==> src/rtl/spi_master_arbiter.sv <==
// -----------------------------------------------------------------------------
// spi_master_arbiter
//
// Lets NUM_REQ client requesters share one SPI master. The SPI master uses a
// start/finish/data_in/data_out handshake. Requesters are served round-robin.
// Each requester has its own active-low chip select, with programmable setup
// and hold times around the SPI frame. The received frame is returned to the
// requester that owns the current transfer.
//
// Transfer sequence: IDLE -> SETUP -> START -> WAIT -> HOLD -> DONE -> IDLE.
//
// Ports
//   clk           system clock
//   rst_n         asynchronous reset, active HIGH (kept from the existing code)
//   req           level request, one bit per requester
//   req_data      tx frames; requester i is at [i*DATA_WIDTH +: DATA_WIDTH]
//   grant         one-hot owner of the SPI master (SETUP..HOLD)
//   ack           one-cycle pulse to the owner in DONE; rsp_data is valid then
//   rsp_data      received frame, held until the next DONE
//   busy          high in every state except IDLE
//   cs_n          active-low chip selects, bit i belongs to requester i
//   spi_start     one-cycle start pulse to the SPI master
//   spi_data_in   tx frame to the SPI master, registered at grant
//   spi_finish    one-cycle done pulse from the SPI master
//   spi_data_out  rx frame from the SPI master, valid with spi_finish
//   timeout_err   pulses together with ack when the WAIT watchdog aborted
//
// Build option
//   SPI_ARB_TIMEOUT_EN  When defined, adds a WAIT watchdog of TIMEOUT_CYC
//                       cycles. An aborted transfer returns an all-ones frame.
//                       When undefined, WAIT waits forever and timeout_err is 0.
// -----------------------------------------------------------------------------
module spi_master_arbiter #(
    parameter int NUM_REQ      = 2,
    parameter int DATA_WIDTH   = 8,
    parameter int CS_SETUP_CYC = 2,
    parameter int CS_HOLD_CYC  = 2,
    parameter int TIMEOUT_CYC  = 1024
) (
    input  logic                          clk,
    input  logic                          rst_n,
    input  logic [NUM_REQ-1:0]            req,
    input  logic [NUM_REQ*DATA_WIDTH-1:0] req_data,
    output logic [NUM_REQ-1:0]            grant,
    output logic [NUM_REQ-1:0]            ack,
    output logic [DATA_WIDTH-1:0]         rsp_data,
    output logic                          busy,
    output logic [NUM_REQ-1:0]            cs_n,
    output logic                          spi_start,
    output logic [DATA_WIDTH-1:0]         spi_data_in,
    input  logic                          spi_finish,
    input  logic [DATA_WIDTH-1:0]         spi_data_out,
    output logic                          timeout_err
);

    localparam int IDX_W     = (NUM_REQ > 1) ? $clog2(NUM_REQ) : 1;
    localparam int PHASE_MAX = (CS_SETUP_CYC > CS_HOLD_CYC) ? CS_SETUP_CYC : CS_HOLD_CYC;
    localparam int CNT_W     = $clog2(PHASE_MAX + 1);

    if (NUM_REQ < 2 || NUM_REQ > 8 || CS_SETUP_CYC < 1 || CS_HOLD_CYC < 1 || TIMEOUT_CYC < 1) begin : g_bad_cfg
        $error("spi_master_arbiter: parameter out of range");
    end

    typedef enum logic [2:0] {
        S_IDLE,
        S_SETUP,
        S_START,
        S_WAIT,
        S_HOLD,
        S_DONE
    } state_t;

    state_t                  state;
    state_t                  state_nxt;
    logic [IDX_W-1:0]        owner;
    logic [IDX_W-1:0]        ptr;
    logic [IDX_W-1:0]        win_idx;
    logic [DATA_WIDTH-1:0]   win_data;
    logic [NUM_REQ-1:0]      owner_oh;
    logic [CNT_W-1:0]        phase_cnt;
    logic [DATA_WIDTH-1:0]   rx_frame;
    logic                    wait_expired;
    logic                    timed_out;

    // Round-robin pick: the first set request at or above p, wrapping.
    // The request vector is doubled and rotated down by p. After that, the
    // winner is simply the lowest set bit, offset by p.
    function automatic logic [IDX_W-1:0] rr_pick(input logic [NUM_REQ-1:0] r,
                                                 input logic [IDX_W-1:0]   p);
        logic [2*NUM_REQ-1:0] rot;
        logic [IDX_W-1:0]     pick;
        logic                 found;
        int                   sum;
        rot   = {r, r} >> p;
        pick  = '0;
        found = 1'b0;
        for (int i = 0; i < NUM_REQ; i++) begin
            if (!found && rot[i]) begin
                sum = int'(p) + i;
                if (sum >= NUM_REQ) sum = sum - NUM_REQ;
                pick  = IDX_W'(sum);
                found = 1'b1;
            end
        end
        return pick;
    endfunction

    always_comb begin
        // NOTE: every always_comb output gets a default first, so no path can leave it unassigned and infer a latch.
        win_idx  = rr_pick(req, ptr);
        win_data = '0;
        for (int i = 0; i < NUM_REQ; i++) begin
            if (win_idx == IDX_W'(i)) win_data = req_data[i*DATA_WIDTH +: DATA_WIDTH];
        end
    end

`ifdef SPI_ARB_TIMEOUT_EN
    localparam int TO_W = $clog2(TIMEOUT_CYC + 1);

    logic [TO_W-1:0] wait_cnt;

    // wait_cnt holds the number of WAIT cycles already spent. A limit of
    // TIMEOUT_CYC therefore expires on the last allowed WAIT cycle.
    assign wait_expired = (state == S_WAIT) && (wait_cnt == TO_W'(TIMEOUT_CYC - 1));

    always_ff @(posedge clk or posedge rst_n) begin
        if (rst_n) begin
            wait_cnt  <= '0;
            timed_out <= 1'b0;
        end else begin
            wait_cnt <= (state == S_WAIT) ? wait_cnt + 1'b1 : '0;
            if (state == S_IDLE && |req) begin
                timed_out <= 1'b0;
            end else if (state == S_WAIT && !spi_finish && wait_expired) begin
                // A finish in the same cycle as the limit is a normal completion.
                timed_out <= 1'b1;
            end
        end
    end
`else
    assign wait_expired = 1'b0;
    assign timed_out    = 1'b0;
`endif

    // Next-state logic.
    always_comb begin
        state_nxt = state;
        case (state)
            S_IDLE:  if (|req) state_nxt = S_SETUP;
            S_SETUP: if (phase_cnt == CNT_W'(CS_SETUP_CYC - 1)) state_nxt = S_START;
            S_START: state_nxt = S_WAIT;
            S_WAIT:  if (spi_finish || wait_expired) state_nxt = S_HOLD;
            S_HOLD:  if (phase_cnt == CNT_W'(CS_HOLD_CYC - 1)) state_nxt = S_DONE;
            S_DONE:  state_nxt = S_IDLE;
            default: state_nxt = S_IDLE;
        endcase
    end

    // Moore outputs. These are decoded from the registered state and owner,
    // so an asynchronous reset clears them at once.
    assign owner_oh = NUM_REQ'(1) << owner;

    always_comb begin
        grant       = '0;
        cs_n        = '1;
        ack         = '0;
        spi_start   = 1'b0;
        busy        = (state != S_IDLE);
        timeout_err = 1'b0;
        case (state)
            S_SETUP, S_WAIT, S_HOLD: begin
                grant = owner_oh;
                cs_n  = ~owner_oh;
            end
            S_START: begin
                grant     = owner_oh;
                cs_n      = ~owner_oh;
                spi_start = 1'b1;
            end
            S_DONE: begin
                ack         = owner_oh;
                timeout_err = timed_out;
            end
            default: ;
        endcase
    end

    always_ff @(posedge clk or posedge rst_n) begin
        if (rst_n) begin
            // NOTE: the datapath registers are reset as well, so rsp_data and spi_data_in read 0 out of reset.
            state       <= S_IDLE;
            owner       <= '0;
            ptr         <= '0;
            phase_cnt   <= '0;
            spi_data_in <= '0;
            rx_frame    <= '0;
            rsp_data    <= '0;
        end else begin
            // NOTE: sequential state uses non-blocking assignments, so every register samples pre-edge values.
            state <= state_nxt;

            // phase_cnt restarts on every state change. It counts only in
            // SETUP and HOLD.
            if (state_nxt != state) begin
                phase_cnt <= '0;
            end else if (state == S_SETUP || state == S_HOLD) begin
                phase_cnt <= phase_cnt + 1'b1;
            end

            if (state == S_IDLE && |req) begin
                owner       <= win_idx;
                ptr         <= (win_idx == IDX_W'(NUM_REQ - 1)) ? '0 : win_idx + 1'b1;
                spi_data_in <= win_data;
            end

            if (state == S_WAIT) begin
                if (spi_finish) begin
                    rx_frame <= spi_data_out;
                end else if (wait_expired) begin
                    rx_frame <= '1;
                end
            end

            if (state == S_HOLD && state_nxt == S_DONE) begin
                rsp_data <= rx_frame;
            end
        end
    end

endmodule
==> config.mk <==
export PLATFORM = sky130hd
export DESIGN_NAME = spi_master_arbiter
export DESIGN_NICKNAME = d
export VERILOG_FILES = /design/src/rtl/spi_master_arbiter.sv
export SDC_FILE = /design/constraint.sdc
export NUM_CORES = 1
export LEC_CHECK = 0
export ABC_AREA = 1
export CORE_UTILIZATION = 40
export DETAILED_ROUTE_END_ITERATION = 8
export GPL_ROUTABILITY_DRIVEN = 1
export PLACE_DENSITY = 0.74
export SYNTH_ARGS = -nofsm -noshare
export SYNTH_HDL_FRONTEND = slang
export SYNTH_SLANG_ARGS = --single-unit
==> constraint.sdc <==
create_clock -name clk -period 2 [get_ports clk]
set_input_delay 0.4 -clock clk [delete_from_list [all_inputs] [get_ports clk]]
set_output_delay 0.4 -clock clk [all_outputs]
set_load 0.03 [all_outputs]
==> reports/metrics.yaml, run 1 <==
outcome:
  outcome: "completed"
placed_design:
  dp.cells: 257
  place_ws_ns: 0.0352
  io_buffers: 52
  globalplace.congestion: 0.800
  hpwl_mm: 2.50
synthesis:
  syn_area_sq_um: 1410
  synth-seq-area-share_pct: 55.2
  syn_area_per_cell_sq_um: 8.89
  yosysTopAreaCellShare_pct: 55.2
  synthCells: 158
  netlist_top_cells_count: "55 x nand2_1, 31 x dfrtp_1, 20 x nand3_1, 14 x inv_1, 10 x nor2_1"
  yosysUniqueCellTypes: 22
  synth.area.top_cells: "dfrtp_1 55%, nand2_1 15%, nand3_1 7.1%"
  synth-edff-count: 0
  ys_seq_elements: 31
  syn_nets: 188
  yosys.area.top_type: "dfrtp_1"
  yosys_warnings: 0
  ys.flop_type: "dfrtp_1"
  synth.most_common_cell: "nand2_1"
  async_reset_ff_share_pct: 100
global_routing:
  grt_pass1_vias: 1192
  grt_max_degree: 32
  grt_pass1_wl_mm: 5.11
  grt.busiest_layer: "met2"
  use_met1_pct: 22.3
  groute.usage.overall_pct: 19.7
  antenna_found_initial: 0
  met3_usage_pct: 7.35
  grtUsageMet2_pct: 33.2
  grt-ovfl-total: 0
cts:
  clk_pin_slew_ns: 0.10
  cts.sinks: 31
  cts_max_path_buffers: 2
  insertion_delay_ns: 0.34
  cts_buffers: 5
  htree_levels: 2
  tritoncts: "built"
  cts_root_buf: "clkbuf_4"
  cts_setup_buffers: 0
setup_path:
  required_ns: 1.60
  worstSetupStartpoint: "state[0]"
  endpoint_kind: "output port"
  worstReg2RegStart: "state[0]"
  worst-r2r-cell-count: 6
  path_max_fanout: 7
  cp-endpoint: "cs_n[0]"
  cpMaxStageDelayCell: "dfrtp_2"
  crit_path_start_kind: "flop"
  r2r-end: "spi_data_in[0]"
  crit_arrival_ns: 1.57
  r2r_slack_ns: 0.27
  max_stage_delay_ns: 0.47
  cp_cell_sequence: "nor2_2 > nand2_2 > o211ai_1 > nand2_1 > clkdlybuf4s15_2"
  crit_type: "reg -> out"
final_layout:
  fin_nets: 248
  num_antenna_cells: 0
  final_cells: 265
  syn2layout_area_growth_pct: 44.9
  drive_gt1_share_pct: 15.1
die:
  initial_core_util_pct: 41.8
  die_area_sq_um: 3750
  fp.dieH_microns: 61.3
  io_pins: 54
  rows: 21
  dieWidth_microns: 61.3
  core_area_sq_um: 3360
timing:
  fin_crit_ns: 1.97
  tns_ns: 0
  skew_ns: 0.00960
  setup_slack_ns: 0.0350
  rsz0062_at_grt: "true"
  hold_viol_final: 0
  finalSetupViolCount: 0
  period_share_pct: 98.3
  slew_violations: 0
  fmax_mhz: 509
power_and_ir_drop:
  p_leak_nw: 1.03
  p_per_area_nw_per_um2: 1570
  peakVddDrop_mv: 0.793
detailed_routing:
  vias: 1257
  first_iter_violations: 35
  via_per_inst: 4.74
  routed_wl_mm: 3.26
  drc: 0
  wl_per_cell_microns: 12.3
  antenna_left: 0
  firstDrtPassIters: 4
min_path:
  worst_hold_path_type: "in -> async"
run:
  cap_violations: 0
through the flow:
step	total power, mW	hold WS (ns)	utilization (%)	instance area, sq um
floorplan	2.17	0.443	-	1410
global placement	2.79	0.456	59.1	1990
detailed placement	2.87	0.473	59.1	1990
CTS	3.21	0.462	60.5	2030
global route	3.44	0.477	60.5	2040
finish	3.19	0.455	60.5	2040
critical path: cells and delay by family (launching register included):
| family | cells | cell delay, ns |
|---|---|---|
| compound gates | 1 | 0.11 |
| buf+inv | 1 | 0.29 |
| flops | 1 | 0.47 |
| simple gates | 3 | 0.35 |
layer usage:
| metal | part of all wire [%] | wire length [microns] |
|---|---|---|
| met5 | 0 | 0 |
| met4 | 1.1 | 36 |
| met3 | 5.5 | 181 |
| met2 | 52 | 1690 |
| met1 | 42 | 1360 |
registers in the layout, summed over array words and instances, names as in the netlist:
register and cells:
phase_cnt 2, spi_data_in 8, ptr 1, owner 1, rx_frame 8, rsp_data 8, state 3
logic make-up after synthesis:
family / Yosys count / synth area share (%)
AOI/OAI and AO/OA: 6 / 2.49
xor gates and xnor gates: 1 / 0.623
adders and majority gates: 1 / 0.890
buffers and inverters: 17 / 5.16
DFF: 31 / 55.2
muxes: 8 / 6.41
other: 1 / 0.267
and+or+nand+nor: 93 / 28.9
how the worst min path moves through the flow:
stage | cells after the start | startpoint | end
final | 3 | rst_n | spi_data_in[3]
after global routing | 3 | rst_n | rsp_data[5]
after CTS | 3 | rst_n | rx_frame[1]
after detailed placement | 2 | rx_frame[5] | rx_frame[5]
after global placement | 2 | rx_frame[2] | rx_frame[2]
after floorplan | 2 | rx_frame[1] | rx_frame[1]
repair_timing:
action | in CTS | in global routing
gates resized for setup | 13 | 6
hold buffers | 0 | 0
endpoints found under the setup margin | 6 | 7
power breakdown:
part           switching [mW]  internal, mW  leakage (nW)
Clock                   0.222         0.131        0.0347
Sequential              0.178         0.913         0.396
Combinational            1.05         0.689         0.603
Total                    1.45          1.73          1.03
layout make-up:
type	count	area, sq um
clock buffer	5	37.5
clock inverter	3	15.0
fill	321	1330
inverter	14	52.6
multi-input combinational	110	562
sequential	31	777
tap	46	57.6
timing repair buffer	56	534
layout by cell type (no fill, tap or decap), types with 2 or more instances in the layout:
cell,count
mux2_2,7
o21ai_0,3
buf_4,6
nor2_1,10
inv_1,12
clkinv_2,3
nand2_1,55
inv_2,2
nand3_1,19
nor2_2,3
clkdlybuf4s50_1,44
dfrtp_1,30
dlygate4sd2_1,2
clkbuf_4,5
Power figures use the tool's default switching activity.
==> run 2: changes to the inputs <==
Settings changed: CORE_UTILIZATION 40 to 46, PLACE_DENSITY 0.74 to 0.83, SLEW_MARGIN set to 20.
==> run 2 against run 1 <==
The flow now finishes with violations (DRC); sequential share of layout area rose by 0.43 points; setup slack improved by 0.068 ns; largest power group unchanged; clock-buffer cell count is 2 higher; sequential power hardly changed; combinational power is essentially flat; global-route usage grew 2.8 points; via count grew 2.2%; utilization grew 11 points; first-iteration DRC count increased to 3.1 times the previous value; clock power decreased by 2%; cell area shrank 1.1%; critical path type unchanged.
==> reports/metrics.yaml, run 2 (same netlist as run 1, synthesis figures left out) <==
setup_path:
  critical-path-top-delay-family: "buffers and inverters"
  endpoint_kind: "output port"
  path_max_fanout: 5
  crit_type: "reg -> out"
  required_ns: 1.60
  path_depth: 4
  cpMaxStageDelayCell: "dfrtp_1"
  max_stage_delay_ns: 0.44
  crit_arrival_ns: 1.50
  crit_path_start_kind: "flop"
  cp_cell_sequence: "inv_2 > nand2_1 > nor2_1 > dlygate4sd2_1"
  r2r_slack_ns: 0.31
  crit_buf_inv: 2
  worst-r2r-cell-count: 6
power_and_ir_drop:
  fin_total_pwr_mw: 3.17
  p_per_area_nw_per_um2: 1580
  p_leak_nw: 1.03
  peakVddDrop_mv: 0.837
detailed_routing:
  wl_met2_mm: 1.58
  vias: 1285
  routed_wl_mm: 3.27
  wl_met1_mm: 1.36
  wl_per_cell_microns: 13.0
  firstDrtPassIters: 7
  via_per_inst: 5.12
  routed.top_layer: "met4"
  met3WireLength_microns: 245
  first_iter_violations: 108
  drc: 8
  antenna_left: 0
run:
  cap_violations: 0
cts:
  insertion_delay_ns: 0.34
  cts_max_path_buffers: 2
  cts_buffers: 5
  clk_pin_slew_ns: 0.09
  cts_root_buf: "clkbuf_4"
  cts_setup_buffers: 0
  cts.sinks: 31
  htree_levels: 2
  tritoncts: "built"
outcome:
  outcome: "finished, violations left"
  failed_checks: "DRC"
die:
  die_area_sq_um: 3280
  initial_core_util_pct: 49.7
  io_pins: 54
  fp.dieH_microns: 57.3
  dieWidth_microns: 57.3
  rows: 19
  core_area_sq_um: 2830
placed_design:
  dp.cells: 243
  io_buffers: 52
  hpwl_mm: 2.47
  globalplace.congestion: 0.814
  dpl-instance-area_sq_um: 1980
global_routing:
  grt_pass1_wl_mm: 5.45
  groute.usage.overall_pct: 22.5
  antenna_found_initial: 0
  grt-ovfl-total: 0
  grt_max_degree: 32
  grt_pass1_vias: 1258
final_layout:
  final_cell_area_sq_um: 2010
  num_antenna_cells: 0
  syn2layout_area_growth_pct: 43.3
  layout_commonest_cell: "nand2_1"
  final_cells: 251
  fin_nets: 249
  drive_gt1_share_pct: 13.6
  reg_top3: "rsp_data (8), rx_frame (8), spi_data_in (8)"
  final_cell_mix: "55 x nand2_1, 44 x clkdlybuf4s50_1, 30 x dfrtp_1"
  fin_util_pct: 71.2
timing:
  slew_violations: 0
  skew_ns: 0.00523
  holdWs_ns: 0.422
  fin_crit_ns: 1.90
  finalSetupViolCount: 0
  rsz0062_at_grt: "true"
  period_share_pct: 94.9
  hold_viol_final: 0
  fmax_mhz: 527
min_path:
  worst_hold_path_type: "in -> async"
==> run 2: power breakdown <==
group	internal (mW)	leakage [nW]	switching [mW]
Clock	0.137	0.0293	0.207
Combinational	0.691	0.605	1.05
Sequential	0.914	0.396	0.176
Total	1.74	1.03	1.43
==> run 2: worst reg2reg max path, delay by kind of cell (launching register included) <==
family,cells,cell delay (ns)
buffers and inverters,1,0.24
DFF,1,0.46
and+or+nand+nor,5,0.88
==> run 2: what timing repair did <==
action	in CTS	in global routing
endpoints found under the setup margin	6	6
pin swaps	0	0
hold buffers	0	0
resized for setup	10	7
==> run 2: area by class of cell <==
cell class	count	area (sq um)
clock inverter	1	5.00
sequential	31	777
tap	31	38.8
timing repair buffer	57	538
fill	223	816
inverter	14	52.6
multi-input combinational	110	557
clock buffer	7	45.0
==> run 2: worst paths after layout <==
path                             endpoint         from
setup / recovery                spi_start     state[2]
setup reg to reg           spi_data_in[0]     state[0]
hold / removal                rsp_data[1]        rst_n
min in group clk              rx_frame[3]  rx_frame[3]
max in group asynchronous        state[0]        rst_n
hold reg to reg               rx_frame[3]  rx_frame[3]
==> run 2: layer usage <==
| layer | GRT usage [%] | vias up |
|---|---|---|
| met5 | 0 | - |
| met4 | 11.8 | 0 |
| met3 | 5.67 | 7 |
| met2 | 39.5 | 60 |
| met1 | 25.1 | 594 |
| li1 | - | 624 |
==> run 2: per-stage QoR <==
step / worst slack (ns) / setup TNS [ns]
2_1_floorplan: 0.250 / 0
3_3_place_gp: 0.137 / 0
3_5_place_dp: 0.0840 / 0
4_1_cts: 0.0120 / 0
5_1_grt: -0.000503 / -0.000503
6_report: 0.103 / 0
==> run 3: changes to the inputs <==
Settings changed: REMOVE_ABC_BUFFERS set to 1.
==> run 3 against run 2 <==
The run still ends with DRC left; sequential power about the same; critical path depth did not move; combinational power about the same; largest cell class unchanged; highest routed layer unchanged.
==> reports/metrics.yaml, run 3 (same netlist as run 1, synthesis figures left out) <==
setup_path:
  required_ns: 1.60
  crit_path_start_kind: "flop"
  endpoint_kind: "output port"
  crit_buf_inv: 2
  r2r_slack_ns: 0.35
  critical-path-top-delay-family: "buffers and inverters"
  max_stage_delay_ns: 0.44
  crit_type: "reg -> out"
  worstSetupStartpoint: "state[2]"
  crit_arrival_ns: 1.50
  worstReg2RegStart: "state[0]"
  path_max_fanout: 5
  cp_cell_sequence: "inv_2 > nand2_1 > nor2_1 > dlygate4sd2_1"
  cpMaxStageDelayCell: "dfrtp_1"
power_and_ir_drop:
  p_leak_nw: 1.04
  p_per_area_nw_per_um2: 1590
  peakVddDrop_mv: 0.830
timing:
  hold_viol_final: 0
  finalSetupViolCount: 0
  slew_violations: 0
  rsz0062_at_grt: "false"
  fmax_mhz: 527
  fin_crit_ns: 1.90
  period_share_pct: 94.8
  tns_ns: 0
  skew_ns: 0.00461
global_routing:
  grt-ovfl-total: 0
  groute.usage.overall_pct: 22.2
  grt_pass1_wl_mm: 5.57
  grt_max_degree: 32
  antenna_found_initial: 0
  grt_pass1_vias: 1318
detailed_routing:
  first_iter_violations: 115
  vias: 1276
  drc: 8
  firstDrtPassIters: 6
  antenna_left: 0
  routed_wl_mm: 3.24
  wl_per_cell_microns: 12.9
  via_per_inst: 5.08
placed_design:
  hpwl_mm: 2.40
  io_buffers: 52
  dpl-instance-area_sq_um: 1980
  dp.cells: 243
  globalplace.congestion: 0.844
final_layout:
  reg_top3: "rsp_data (8), rx_frame (8), spi_data_in (8)"
  num_antenna_cells: 0
  layout_commonest_cell: "nand2_1"
  fill_cells: 226
  final_cell_area_sq_um: 2040
  fin_nets: 249
  final_cells: 251
  final_cell_mix: "55 x nand2_1, 44 x clkdlybuf4s50_1, 30 x dfrtp_1"
  syn2layout_area_growth_pct: 45.0
  drive_gt1_share_pct: 14.1
cts:
  tritoncts: "built"
  cts.sinks: 31
  cts_hold_buf: 0
  cts_buffers: 5
  clk_pin_slew_ns: 0.09
  cts_root_buf: "clkbuf_4"
  insertion_delay_ns: 0.32
  cts_max_path_buffers: 2
  htree_levels: 2
die:
  core_area_sq_um: 2830
  fp.dieH_microns: 57.3
  dieWidth_microns: 57.3
  initial_core_util_pct: 49.7
  die_area_sq_um: 3280
  rows: 19
  io_pins: 54
outcome:
  outcome: "finished, violations left"
  failed_checks: "DRC"
min_path:
  worst_hold_path_type: "in -> async"
run:
  cap_violations: 0
-- run 3: cell types whose count changed in the layout (fill, tap and decap cells not counted), sizes merged --
cell    before  now
clkbuf       7    8
clkinv       1    0
-- run 3: through the flow --
stage / power, mW / util (%) / hold WS, ns / setup WS, ns
CTS: 3.26 / 72.2 / 0.456 / 0.0266
finish: 3.24 / 72.0 / 0.450 / 0.103
global placement: 2.81 / 69.9 / 0.457 / 0.137
detailed placement: 2.87 / 69.9 / 0.466 / 0.0743
floorplan: 2.16 / - / 0.443 / 0.250
global route: 3.46 / 72.0 / 0.472 / 0.000748
-- run 3: final cells by class --
cell class	count	area, sq um	area share, %
clock buffers	8	68.8	3.38
inverters	14	52.6	2.58
multi-input cells	110	562	27.6
flip-flops and latches	31	777	38.1
well taps	31	38.8	1.90
repair buffers	57	538	26.4
-- run 3: final timing paths --
check                            endpoint  depth (start not counted)
max                             spi_start                          4
min                           rsp_data[1]                          3
max reg2reg                spi_data_in[0]                          6
min reg2reg                   rx_frame[4]                          2
max in group asynchronous        state[0]                          3
min in group clk              rx_frame[4]                          2
-- run 3: timing repair --
item	in CTS	in global routing
resized for setup	10	8
buffers inserted	0	0
endpoints found under the setup margin	6	5
-- run 3: power breakdown --
group / internal, mW / leakage [nW] / total, mW / switching [mW]
sequential: 0.914 / 0.396 / 1.09 / 0.178
combinational: 0.697 / 0.606 / 1.74 / 1.05
clock: 0.207 / 0.0386 / 0.403 / 0.197
-- run 3: metal layers --
| metal | global-route usage, % | wire, microns | part of all wire [%] |
|---|---|---|---|
| met3 | 6.80 | 284 | 8.8 |
| met5 | 0 | 0 | 0 |
| met2 | 39.7 | 1620 | 50 |
| met1 | 24.9 | 1310 | 40 |
| met4 | 8.01 | 25 | 0.77 |
-- run 3: worst register-to-register path: stages, from the launching register on --
cell and delay [ns]:
dfrtp_2 0.47, nor2_4 0.15, nand2_1 0.12, nor2_2 0.36
inv_1 0.24, nand2_1 0.11, nand3_1 0.09
